$ cat src/rtl/chiptune_mixer_if.sv
// ---------------------------------------------------------------------------
// chiptune_mixer_if
// Parallel register-write port of the chiptune mixer.
//   wr_en    1      write strobe, one write per cycle
//   wr_addr  AW     {channel index, register index[1:0]}
//   wr_data  8      write data
// Modports: master (register writer), slave (mixer).
// AW = 2 + max(1, clog2(NUM_CH)).
// ---------------------------------------------------------------------------
interface chiptune_mixer_if #(
  parameter int NUM_CH = 2
);
  localparam int CH_W = ($clog2(NUM_CH) > 1) ? $clog2(NUM_CH) : 1;
  localparam int AW   = 2 + CH_W;

  logic          wr_en;
  logic [AW-1:0] wr_addr;
  logic [7:0]    wr_data;

  modport master (output wr_en, wr_addr, wr_data);
  modport slave  (input  wr_en, wr_addr, wr_data);
endinterface

$ cat src/rtl/chiptune_mixer.sv
// ---------------------------------------------------------------------------
// chiptune_mixer
// NUM_CH NES-style rectangle channels (duty sequencer, envelope, length
// counter) clocked by an internal 240/120 Hz frame sequencer, mixed into one
// saturating registered DAC word.
//   clk           system clock
//   rst           synchronous reset, active-high
//   wr_bus        register write port (slave modport)
//   quarter_tick  one-clock 240 Hz pulse
//   half_tick     one-clock 120 Hz pulse, every second quarter_tick
//   ch_active     bit n = length counter of channel n is non-zero
//   dac           mixed audio sample, min(sum of levels, 2^DAC_W-1)
// Register map per channel (reg = wr_addr[1:0]):
//   0: duty[7:6] halt[5] const[4] vol[3:0]
//   1: enable[0]
//   2: period[7:0]
//   3: length index[7:3] period[10:8]
// ---------------------------------------------------------------------------
module chiptune_mixer #(
  parameter int CLKRATE = 4800,
  parameter int NUM_CH  = 2,
  parameter int DAC_W   = 5
) (
  input  logic              clk,
  input  logic              rst,
  chiptune_mixer_if.slave   wr_bus,
  output logic              quarter_tick,
  output logic              half_tick,
  output logic [NUM_CH-1:0] ch_active,
  output logic [DAC_W-1:0]  dac
);

  localparam int QP      = CLKRATE / 240;
  localparam int FC_W    = (QP > 1) ? $clog2(QP) : 1;
  localparam int CH_W    = ($clog2(NUM_CH) > 1) ? $clog2(NUM_CH) : 1;
  localparam int AW      = 2 + CH_W;
  localparam int SUM_W   = 4 + $clog2(NUM_CH + 1);
  localparam int DAC_MAX = (1 << DAC_W) - 1;

  // Step positions where the rectangle output is high, per duty setting.
  function automatic logic duty_high(input logic [1:0] duty, input logic [2:0] step);
    logic hi;
    case (duty)
      2'd0:    hi = (step == 3'd1);
      2'd1:    hi = (step == 3'd1) || (step == 3'd2);
      2'd2:    hi = (step >= 3'd1) && (step <= 3'd4);
      default: hi = (step == 3'd0) || (step >= 3'd3);
    endcase
    return hi;
  endfunction

  // -------------------------------------------------------------------------
  // Frame sequencer
  // -------------------------------------------------------------------------
  logic [FC_W-1:0] r_frame_cnt;
  logic            r_half_phase;
  logic            r_quarter_tick;
  logic            r_half_tick;

  // NOTE: sequential state uses non-blocking assignments so every block
  // samples the pre-edge values of all registers, independent of block order.
  always_ff @(posedge clk) begin
    if (rst) begin
      r_frame_cnt    <= '0;
      r_half_phase   <= 1'b0;
      r_quarter_tick <= 1'b0;
      r_half_tick    <= 1'b0;
    end else begin
      r_quarter_tick <= 1'b0;
      r_half_tick    <= 1'b0;
      if (r_frame_cnt == FC_W'(QP - 1)) begin
        r_frame_cnt    <= '0;
        r_quarter_tick <= 1'b1;
        // The first wrap after reset is a quarter only; halves follow on
        // every second wrap.
        r_half_tick    <= r_half_phase;
        r_half_phase   <= ~r_half_phase;
      end else begin
        r_frame_cnt <= r_frame_cnt + 1'b1;
      end
    end
  end

  assign quarter_tick = r_quarter_tick;
  assign half_tick    = r_half_tick;

  // -------------------------------------------------------------------------
  // Channels
  // -------------------------------------------------------------------------
  logic [CH_W-1:0]   w_ch;
  logic [1:0]        w_reg;
  logic [6:0]        w_len_load;
  logic [3:0]        w_level  [NUM_CH];
  logic [NUM_CH-1:0] w_len_nz;

  assign w_ch       = wr_bus.wr_addr[AW-1:2];
  assign w_reg      = wr_bus.wr_addr[1:0];
  // 2*(L+1) for the 5-bit length index in wr_data[7:3].
  assign w_len_load = 7'({wr_bus.wr_data[7:3], 1'b0}) + 7'd2;

  for (genvar n = 0; n < NUM_CH; n++) begin : g_ch
    logic        w_sel;
    logic        w_wr0, w_wr1, w_wr2, w_wr3;
    logic [1:0]  r_duty;
    logic        r_halt, r_const, r_enable, r_start;
    logic [3:0]  r_vol, r_divider, r_decay, r_level;
    logic [10:0] r_period, r_timer;
    logic [2:0]  r_step;
    logic [6:0]  r_length;

    // Channel indices >= NUM_CH have no generated slice, so such writes
    // match nothing and are dropped.
    assign w_sel = wr_bus.wr_en && (w_ch == CH_W'(n));
    assign w_wr0 = w_sel && (w_reg == 2'd0);
    assign w_wr1 = w_sel && (w_reg == 2'd1);
    assign w_wr2 = w_sel && (w_reg == 2'd2);
    assign w_wr3 = w_sel && (w_reg == 2'd3);

    always_ff @(posedge clk) begin
      if (rst) begin
        r_duty    <= '0;
        r_halt    <= 1'b0;
        r_const   <= 1'b0;
        r_vol     <= '0;
        r_enable  <= 1'b0;
        r_period  <= '0;
        r_timer   <= '0;
        r_step    <= '0;
        r_length  <= '0;
        r_start   <= 1'b0;
        r_divider <= '0;
        r_decay   <= '0;
        r_level   <= '0;
      end else begin
        if (w_wr0) {r_duty, r_halt, r_const, r_vol} <= wr_bus.wr_data;
        if (w_wr1) r_enable <= wr_bus.wr_data[0];
        if (w_wr2) r_period[7:0] <= wr_bus.wr_data;
        if (w_wr3) r_period[10:8] <= wr_bus.wr_data[2:0];

        // Period writes only take effect at the next reload.
        if (r_timer == 11'd0) begin
          r_timer <= r_period;
          r_step  <= r_step + 3'd1;
        end else begin
          r_timer <= r_timer - 11'd1;
        end
        // NOTE: a later non-blocking assignment to the same register in the
        // same block wins, which is how a reg-3 write overrides the step
        // advance (and, below, the envelope's flag clear).
        if (w_wr3) r_step <= 3'd0;

        // Disable beats load beats the half-frame decrement.
        if (w_wr1 && !wr_bus.wr_data[0]) begin
          r_length <= '0;
        end else if (w_wr3 && r_enable) begin
          r_length <= w_len_load;
        end else if (r_half_tick && (r_length != 7'd0) && !r_halt) begin
          r_length <= r_length - 7'd1;
        end

        // Envelope runs from pre-write state; a same-cycle reg-3 write
        // leaves the start flag set for the next quarter.
        if (r_quarter_tick) begin
          if (r_start) begin
            r_start   <= 1'b0;
            r_decay   <= 4'd15;
            r_divider <= r_vol;
          end else if (r_divider == 4'd0) begin
            r_divider <= r_vol;
            if (r_decay != 4'd0) r_decay <= r_decay - 4'd1;
            else if (r_halt)     r_decay <= 4'd15;
          end else begin
            r_divider <= r_divider - 4'd1;
          end
        end
        if (w_wr3) r_start <= 1'b1;

        // Periods below 8 are ultrasonic and muted.
        if (duty_high(r_duty, r_step) && (r_length != 7'd0) && r_enable &&
            (r_period >= 11'd8))
          r_level <= r_const ? r_vol : r_decay;
        else
          r_level <= 4'd0;
      end
    end

    assign w_level[n]  = r_level;
    assign w_len_nz[n] = (r_length != 7'd0);
  end

  // -------------------------------------------------------------------------
  // Mixer
  // -------------------------------------------------------------------------
  logic [SUM_W-1:0]  w_sum;
  logic [NUM_CH-1:0] r_active;
  logic [DAC_W-1:0]  r_dac;

  // NOTE: every combinational output gets a default before the loop, so no
  // path leaves it unassigned and no latch is inferred.
  always_comb begin
    w_sum = '0;
    for (int i = 0; i < NUM_CH; i++) w_sum = w_sum + SUM_W'(w_level[i]);
  end

  always_ff @(posedge clk) begin
    if (rst) begin
      r_active <= '0;
      r_dac    <= '0;
    end else begin
      r_active <= w_len_nz;
      if (int'(w_sum) > DAC_MAX) r_dac <= DAC_W'(DAC_MAX);
      else                       r_dac <= DAC_W'(w_sum);
    end
  end

  assign ch_active = r_active;
  assign dac       = r_dac;

endmodule

$ cat src/flat_wrapper.sv
// flat-port wrapper written by rule: the top's interface ports become plain ports
module chiptune_mixer_flat 
#(
  parameter int CLKRATE = 4800,
  parameter int NUM_CH  = 2,
  parameter int DAC_W   = 5
)
  (clk, rst, quarter_tick, half_tick, ch_active, dac, wr_bus_wr_en, wr_bus_wr_addr, wr_bus_wr_data);
  chiptune_mixer_if #(.NUM_CH(NUM_CH)) wr_bus_i ();
  input  logic clk;
  input  logic rst;
  output logic quarter_tick;
  output logic half_tick;
  output logic [NUM_CH-1:0] ch_active;
  output logic [DAC_W-1:0] dac;
  input wire logic [$bits(wr_bus_i.wr_en)-1:0] wr_bus_wr_en;
  input wire logic [$bits(wr_bus_i.wr_addr)-1:0] wr_bus_wr_addr;
  input wire logic [$bits(wr_bus_i.wr_data)-1:0] wr_bus_wr_data;
  assign wr_bus_i.wr_en = wr_bus_wr_en;
  assign wr_bus_i.wr_addr = wr_bus_wr_addr;
  assign wr_bus_i.wr_data = wr_bus_wr_data;
  chiptune_mixer #(.CLKRATE(CLKRATE), .NUM_CH(NUM_CH), .DAC_W(DAC_W)) u_core (.clk(clk), .rst(rst), .wr_bus(wr_bus_i), .quarter_tick(quarter_tick), .half_tick(half_tick), .ch_active(ch_active), .dac(dac));
endmodule
$ cat config.mk
export PLATFORM = sky130hd
export DESIGN_NAME = chiptune_mixer_flat
export DESIGN_NICKNAME = d
export VERILOG_FILES = /design/src/rtl/chiptune_mixer_if.sv /design/src/rtl/chiptune_mixer.sv /design/src/flat_wrapper.sv
export SDC_FILE = /design/constraint.sdc
export NUM_CORES = 1
export LEC_CHECK = 0
export BUFFER_PORTS_ARGS = -buffer_cell sky130_fd_sc_hd__clkbuf_2
export CAP_MARGIN = 20
export CORE_UTILIZATION = 60
export CTS_CLUSTER_SIZE = 8
export DETAILED_ROUTE_END_ITERATION = 12
export PLACE_DENSITY = 0.83
export SLEW_MARGIN = 20
export SYNTH_ARGS = -nofsm -noshare
export SYNTH_HDL_FRONTEND = slang
export SYNTH_SLANG_ARGS = --single-unit
$ cat constraint.sdc
create_clock -name clk -period 3.9 [get_ports clk]
set_input_delay 0.39 -clock clk [delete_from_list [all_inputs] [get_ports clk]]
set_output_delay 0.39 -clock clk [all_outputs]
set_load 0.005 [all_outputs]
==> impl_results.md <==
* Synth area leader: dfxtp_1
* Post-DR vias/cell at 5.88
* Syn nets at 725
* Simple-Gate Fraction of Synth Area at 24.4%
* Post-Synthesis Cells at 684
* Critical path endpoint category: register
* Postcts setup bufs at 0
* Dpl cells at 809
* GPL Wtd Cong at 0.863
* # resized after CTS at 0
* Final Hold Vio Count at 0
* Top post-synthesis cells by count: dfxtp_1 (123), nand2_1 (94), nor2_1 (68)
* Async S/R FF share, synth at 0%
* Flops & latches, synth at 123
* Starting Density at 62.7%
* Critical path required time at 4270 ps
* Multi-input logic area at 3200 um^2
* Synth Cell Area at 5870 um^2
* Die X at 101 um
* Deepest clock path buffer count at 2
* RSZ-0062 raised after global routing: false
* Routed Antenna Nets at 0
* Cell Rows at 35
* Post-synthesis compound-gate area fraction at 15.5%
* Final Non-Filler Cells at 840
* DIE AREA at 10200 um^2
* Max-slew violation count at 0
* Main combinational cell family by area after synthesis: simple AND/OR/NAND/NOR gates
* Share of layout cells above drive strength 1 at 10.1%
* DP Wirelength at 8960 um
* Final-report setup violation count at 0
* Reg area at 2460 um^2
* Hold depth at 3
* Filler instances at 712
* Tcrit/Tclk final at 59.8%
* CP bufs+invs at 1
* Worst setup path startpoint: u_core.g_ch[0].r_timer[0]
* Largest net degree at the start of global routing at 84
* Avg WL per Cell at 15.7 um
* Synth top area share at 41.9%
* Main synth FF type: dfxtp_1
* Crit-path max FO at 20
* Root buf cell: clkbuf_8
* Initial DRC Count at 241
* Core Util, Final at 70.5%
* Post-CTS Hold Buffers at 0
* Worst IR Drop VDD at 0.487 mV
* Tmin final at 2330 ps
* Synth area leaders: dfxtp_1 (42%), nand2_1 (6.0%), ha_1 (5.5%)
* Worst r2r src: u_core.g_ch[0].r_timer[0]
* Finished layout cell area at 6600 um^2
* Adder-cell share of the synthesized area at 5.88%
* Worst Hold Class: primary input to register
* R2R Setup Slk at 1570 ps
* Worst skew pair latency at 520 ps
* CP Class: register to register
* Ant diodes at 0
* Number of iterations in the first detailed-routing pass at 5
* Placeable Area at 9370 um^2
* Mux cell area share after synthesis at 4.11%
* R2R depth at 6
* Status: completed
* Buffers on Ports at 22
* Synth warnings at 0
* Worst Path Arrival at 2700 ps
* # clock sinks at 123
* # DRC at 0
* Initial antenna violation count at 0
* Final Net Count at 740
* Number of max-cap violations at 0
* EDFF count, synth at 0
* Die H at 101 um
* Worst slew margin at 40.3%
* Skew final at 5.13 ps
* GRT Residual Overflow at 0
* Worst Setup EP: u_core.g_ch[0].r_timer[5]
* Synth Area in XOR/XNOR at 4.47%
* CP max stage cell: nand4_1
* Overall Global Routing Usage at 27.5%
* Worst-margin pin slew at 888 ps
* Max incr delay on CP at 700 ps
* Unique cell type count in the Yosys netlist at 65
* Total number of vias at 4936
* CP Launch Type: register
* Placed inst area at 6050 um^2
* R2R Path End: u_core.g_ch[0].r_timer[5]
* Levels on crit path at 6
* Post-synthesis sequential area ratio at 41.9%
* Vias in the first global route at 4654
* H-tree depth at 4
* Hold WS at 232 ps
* Routed wire length at 13200 um
* Most common cell in the netlist: dfxtp_1
* Fmax at 429 MHz
* # IOs at 23
* PwrDens at 559 nW/um^2
* First-pass GRT wire length at 21800 um
* Critical path's top delay family: simple AND/OR/NAND/NOR gates
* CTS buffer count at 17
* Synth Area per Inst at 8.59 um^2
* Area Growth Syn to Fin at 12.4%
* Leak Pwr at 2.48 nW
* Setup TNS at 0 ps
* Reg clk slew, reported paths at 60 ps
* CTS tree: built
* Crit path cell chain: inv_1, ha_1, nor3b_2, nand4_1, o21ai_0, a31oi_1
## cell families after synthesis
family,count (synthesis)
compound gates,138
xor+xnor,30
fa+ha+maj,27
buf+inv,56
flops,123
mux,24
simple gates,286
## stage by stage
step / total power, W / setup slack, ps
finish: 0.00369 / 1570
global route: 0.00386 / 1350
CTS: 0.00369 / 1600
detailed placement: 0.00223 / 1620
global placement: 0.00218 / 1810
floorplan: 0.00208 / 2210
## cell usage in the layout (no fill, tap or decap), types with 6 or more instances in the layout
cell type / netlist / routed
inv_1: 29 / 29
nand2_1: 94 / 94
nor4_1: 6 / 6
nor2_1: 68 / 68
and3_1: 7 / 7
dfxtp_1: 123 / 123
a211oi_1: 19 / 19
a31oi_1: 7 / 7
ha_1: 26 / 26
clkbuf_2: 0 / 22
o21ai_0: 17 / 17
nor3b_1: 7 / 7
nor3_1: 31 / 31
clkbuf_16: 0 / 16
a21oi_1: 60 / 60
nor2b_1: 7 / 7
nand2b_1: 11 / 11
xnor2_1: 25 / 25
nand3_1: 15 / 15
mux2i_1: 23 / 23
## worst min path at each step
| stage | from | endpoint | slack [ps] |
|---|---|---|---|
| after detailed placement | u_core.r_frame_cnt[0] | u_core.r_frame_cnt[0] | 440 |
| after CTS | wr_bus_wr_data[4] | u_core.g_ch[1].r_const | 210 |
| after global placement | u_core.r_frame_cnt[0] | u_core.r_frame_cnt[0] | 430 |
| final | wr_bus_wr_data[4] | u_core.g_ch[1].r_period[4] | 230 |
| after floorplan | u_core.r_frame_cnt[0] | u_core.r_frame_cnt[0] | 420 |
| after global routing | wr_bus_wr_data[4] | u_core.g_ch[1].r_period[4] | 220 |
## metal layers
| metal | routed length, um | up-vias | GRT usage [%] |
|---|---|---|---|
| met1 | 5740 | 2331 | 31.8 |
| met4 | 284 | 0 | 11.3 |
| met3 | 582 | 32 | 7.07 |
| met5 | 0 | - | 0 |
| met2 | 6610 | 129 | 48.2 |
| li1 | - | 2444 | - |
## flip-flops by register name, summed over array words and instances, names as in the netlist
register / cells
u_core.g_ch.r_enable: 2
u_core.g_ch.r_divider: 8
u_core.g_ch.r_level: 8
u_core.quarter_tick: 1
u_core.g_ch.r_start: 2
u_core.r_frame_cnt: 5
u_core.g_ch.r_const: 2
u_core.g_ch.r_period: 22
u_core.g_ch.r_vol: 8
u_core.r_half_phase: 1
u_core.g_ch.r_halt: 2
u_core.half_tick: 1
u_core.g_ch.r_duty: 4
u_core.dac: 5
u_core.g_ch.r_timer: 22
u_core.g_ch.r_step: 6
u_core.ch_active: 2
u_core.g_ch.r_length: 14
u_core.g_ch.r_decay: 8
## worst register-to-register path: stages (launching register included)
cell and delay [ps]:
dfxtp_1 340, inv_1 70, ha_1 180, nor3b_2 360, nand4_1 700, o21ai_0 470
a31oi_1 70
## area by class of cell
class,count,area share (%)
clock inverter,12,1.89
tap,129,2.44
sequential,123,37.3
timing repair buffer,23,1.78
inverter,29,1.65
multi-input combinational,505,48.4
clock buffer,19,6.54
## where the power goes
group          leakage [nW]  internal [W]  switching (W)
Clock                 0.269      0.000916       0.000558
Combinational          1.22      0.000311       0.000418
Sequential            0.998       0.00137       0.000121
Total                  2.48       0.00259        0.00110
Power figures use the tool's default switching activity.
